## config.mk

```make
export PLATFORM = sky130hd
export DESIGN_NAME = mean_shift_accel_udiv_seq
export DESIGN_NICKNAME = d
export VERILOG_FILES = /design/src/rtl/mean_shift_accel_udiv_seq.sv
export SDC_FILE = /design/constraint.sdc
export NUM_CORES = 1
export LEC_CHECK = 0
export ABC_AREA = 1
export CAP_MARGIN = 20
export CORE_UTILIZATION = 50
export DETAILED_ROUTE_END_ITERATION = 16
export PLACE_DENSITY = 0.75
export SETUP_SLACK_MARGIN = 0.3
export SYNTH_ARGS = -nofsm -noshare
export SYNTH_HDL_FRONTEND = slang
export SYNTH_SLANG_ARGS = --single-unit
```

## constraint.sdc

```tcl
create_clock -name clk -period 5.72 [get_ports clk]
set_input_delay 0.858 -clock clk [delete_from_list [all_inputs] [get_ports clk]]
set_output_delay 0.858 -clock clk [all_outputs]
set_load 0.02 [all_outputs]
```

## src/rtl/mean_shift_accel_udiv_seq.sv

```systemverilog
// Iterative unsigned restoring divider for the mean-shift centre update.
// Retires one quotient bit per enabled cycle; ce freezes every register.
module mean_shift_accel_udiv_seq #(
  parameter int DIVIDEND_W = 32,
  parameter int DIVISOR_W  = 16
) (
  input  logic                  clk,
  input  logic                  reset_n,
  input  logic                  ce,
  input  logic                  in_valid,
  output logic                  in_ready,
  input  logic [DIVIDEND_W-1:0] dividend,
  input  logic [DIVISOR_W-1:0]  divisor,
  output logic                  out_valid,
  input  logic                  out_ready,
  output logic [DIVIDEND_W-1:0] quotient,
  output logic [DIVISOR_W-1:0]  remainder,
  output logic                  div_by_zero,
  output logic [1:0]            state_dbg
);

  // Handshake: a transfer happens on a rising clk edge where valid and ready
  // are both high; ce is folded into in_ready and into the output transfer.
  localparam logic [1:0] S_IDLE = 2'd0;
  localparam logic [1:0] S_CALC = 2'd1;
  localparam logic [1:0] S_DONE = 2'd2;

  localparam int CW = $clog2(DIVIDEND_W + 1);

  logic [1:0]            state;
  logic [DIVIDEND_W-1:0] q_reg;
  logic [DIVISOR_W-1:0]  d_reg;
  // Partial remainder stays below the divisor, so its extra top bit is always
  // zero and only the low DIVISOR_W bits are stored.
  logic [DIVISOR_W-1:0]  r_reg;
  logic [CW-1:0]         counter;

  logic [DIVISOR_W:0]    trial;
  logic                  fits;
  logic [DIVISOR_W-1:0]  r_next;
  logic [DIVIDEND_W-1:0] q_next;

  always_comb begin
    trial  = {r_reg, q_reg[DIVIDEND_W-1]};
    fits   = (trial >= {1'b0, d_reg});
    // Modulo-2^DIVISOR_W subtraction is exact because the true difference < D.
    r_next = fits ? (trial[DIVISOR_W-1:0] - d_reg) : trial[DIVISOR_W-1:0];
    q_next = {q_reg[DIVIDEND_W-2:0], fits};
  end

  assign in_ready  = (state == S_IDLE) && ce;
  assign out_valid = (state == S_DONE);
  assign state_dbg = state;

  always_ff @(posedge clk or negedge reset_n) begin
    if (!reset_n) begin
      state       <= S_IDLE;
      q_reg       <= '0;
      d_reg       <= '0;
      r_reg       <= '0;
      counter     <= '0;
      quotient    <= '0;
      remainder   <= '0;
      div_by_zero <= 1'b0;
    end else if (ce) begin
      case (state)
        S_IDLE: begin
          if (in_valid) begin
            if (divisor == '0) begin
              state       <= S_DONE;
              quotient    <= '1;
              remainder   <= dividend[DIVISOR_W-1:0];
              div_by_zero <= 1'b1;
            end else begin
              state   <= S_CALC;
              q_reg   <= dividend;
              d_reg   <= divisor;
              r_reg   <= '0;
              counter <= CW'(DIVIDEND_W);
            end
          end
        end
        S_CALC: begin
          q_reg   <= q_next;
          r_reg   <= r_next;
          counter <= counter - CW'(1);
          if (counter == CW'(1)) begin
            state       <= S_DONE;
            quotient    <= q_next;
            remainder   <= r_next;
            div_by_zero <= 1'b0;
          end
        end
        S_DONE: begin
          if (out_ready) state <= S_IDLE;
        end
        default: state <= S_IDLE;
      endcase
    end
  end

endmodule

```

==> flow_summary.json <==
{
  "status": "completed",
  "layout_setup_ws_ns": 2.75,
  "crit_path_max_incr_delay_ns": 0.63,
  "dieArea_sq_um": 13700,
  "ys_ff_latch": 121,
  "crit_top_cell": "clkdlybuf4s50_1",
  "core_sq_um": 12800,
  "drive_gt1_share_pct": 6.27,
  "initial_core_util_pct": 51.9,
  "slew_viol_final": 0,
  "grt_pass1_vias": 5466,
  "area_delta_synth_final_pct": 25.9,
  "power-per-cell-area_nw_per_um2": 571,
  "cts_root_buf": "clkbuf_16",
  "htree_levels": 4,
  "nets": 1049,
  "fmax_ghz": 0.337,
  "netlist_area_sq_um": 6630,
  "cts_tree": "yes",
  "hold_violations": 0,
  "synth_area_leaders": "dfrtp_1, nand2_1, inv_1",
  "pre_cts_ws_ns": 2.41,
  "path_cells": "clkdlybuf4s50_1, inv_1, nor3_1, clkdlybuf4s50_1",
  "rr_endpoint": "remainder[10]$_DFFE_PN0P_",
  "yosysWarnings": 0,
  "async_reset_ff_share_pct": 100,
  "cts_made_buffers": 17,
  "maxCapViolations": 0,
  "tns_ns": 0,
  "fin_crit_sh_pct": 51.9,
  "synth_nets": 960,
  "setup-violations-final": 0,
  "ios": 106,
  "cts_max_path_buffers": 2,
  "utilization_pct": 65.4,
  "path_clk_slew_ns": 0.05,
  "antenna_left": 0,
  "critPathTopFamily": "buffers and inverters",
  "yosysMostFrequentCell": "nand2_1",
  "hold_end": "q_reg[22]$_DFFE_PN0P_",
  "wl_mm": 16.7,
  "io_buffers": 105,
  "crit_fanout": 2,
  "grt_max_degree": 74,
  "min_path_type": "flip-flop to flip-flop",
  "grt_usage_pct": 26.3,
  "place_congestion": 0.894,
  "globalRouteOverflowTotal": 0,
  "fp.dieH_um": 117,
  "stdcell_count": 1161,
  "die_w_um": 117,
  "dr.first_iter.drc_count": 453,
  "p_total_w": 0.00477,
  "post_cts_resized": 0,
  "worst_pin_slew_ns": 0.963,
  "drc": 0,
  "row_count": 41,
  "grt_pass1_wl_mm": 27.1,
  "dp_cells": 1129,
  "hold_depth": 2,
  "postCtsSetupRepairBufs": 0,
  "synth_top_area_share_pct": 45.7,
  "synth-edff-count": 0,
  "worstPathArrival_ns": 2.11,
  "vias_per_cell": 5.13,
  "rsz0062_at_grt": "false",
  "synthTopCellsByCount": "nand2_1, dfrtp_1, inv_1",
  "antenna_found_initial": 0,
  "slew_headroom_pct": 35.8,
  "min_from": "q_reg[22]$_DFFE_PN0P_",
  "fin_worst_skew_ns": 0.00712,
  "ctsHoldBuffers": 0,
  "drt_pass1_iterations": 5,
  "syn_avg_cell_area_sq_um": 7.47,
  "ys.flop_type": "dfrtp_1",
  "yosysTopAreaCell": "dfrtp_1",
  "cpMaxStageDelayCell": "clkdlybuf4s50_1",
  "hpwl_mm": 11.4,
  "worstSetupStartpointType": "primary input",
  "period_minus_slack_ns": 2.97,
  "ir_drop_mv": 0.289,
  "cts_sinks": 121,
  "worst_setup_path_end_kind": "output port",
  "p_leak_nw": 4.23,
  "critPathRequiredTime_ns": 4.86,
  "vias": 5952,
  "worstSetupPathType": "primary input to output port",
  "avgRoutedWirePerCell_um": 14.4,
  "r2r_slack_ns": 3.03,
  "ys_seq_area_share_pct": 45.7,
  "antennaDiodeCount": 0,
  "ys_types": 33,
  "path_buf_inv": 3,
  "reg2regPathDepth": 8,
  "r2r-start": "state_dbg[0]$_DFFE_PN0P_",
  "netlist_instances": 888,
  "clock_latency_ns": 0.42
}
-- area by class of cell --
| class | count | area, sq um |
|---|---|---|
| multi-input combinational | 622 | 3020 |
| clock inverter | 7 | 116 |
| timing repair buffer | 111 | 1100 |
| fill | 1104 | 4420 |
| clock buffer | 24 | 482 |
| tap | 172 | 215 |
| sequential | 121 | 3030 |
| inverter | 104 | 390 |
-- logic make-up after synthesis --
logic type / count (synthesis) / share of synthesized area [%]
xor gates and xnor gates: 8 / 1.06
adders and majority gates: 19 / 3.70
DFF: 121 / 45.7
AOI/OAI and AO/OA: 119 / 10.1
buffers and inverters: 145 / 9.02
and+or+nand+nor: 476 / 30.4
-- cells in the final DEF (no fill, tap or decap), types with 20 or more instances in the layout --
cell and n:
nand3_1 43, nand4_1 20, clkdlybuf4s50_1 104, nand2_1 292, o21ai_0 36, a21oi_1 29, nor2_1 93, dfrtp_1 121
inv_1 100
-- how the worst max path moves through the flow --
| stage | from | to | slack (ns) | cells past startpoint |
|---|---|---|---|---|
| after detailed placement | divisor[13] | quotient[29]$_DFFE_PN0P_ | 2.41 | 8 |
| final | ce | in_ready | 2.75 | 4 |
| after floorplan | ce | in_ready | 3.51 | 2 |
| after global routing | divisor[13] | quotient[17]$_DFFE_PN0P_ | 2.52 | 8 |
| after CTS | ce | in_ready | 2.74 | 4 |
| after global placement | divisor[13] | quotient[20]$_DFFE_PN0P_ | 2.51 | 8 |
-- worst reg2reg max path: cells and delay by family, from the launching register on --
family          cells  cell delay [ns]
simple gates        4             1.08
compound gates      1             0.29
buf+inv             3             0.78
flops               1             0.44
-- where the power goes --
part / switching, W / total [W] / leakage [nW] / internal [W]
clock network: 0.000371 / 0.00109 / 0.290 / 0.000716
logic: 0.00137 / 0.00221 / 2.48 / 0.000837
registers: 0.000235 / 0.00148 / 1.46 / 0.00124
-- layer usage --
metal	vias up	track usage (%)	share of wire [%]
met5	-	0	0
met4	0	8.61	2.1
met3	24	6.33	5.0
met2	177	40.5	46
met1	2748	36.6	47
li1	3003	-	-
-- stage by stage --
stage / instance area, sq um / hold slack (ns)
global route: 8350 / 0.510
CTS: 8330 / 0.483
detailed placement: 7740 / 0.470
finish: 8350 / 0.482
global placement: 7740 / 0.464
floorplan: 6630 / 0.446
Note: power is estimated with default switching activity, not from simulation.
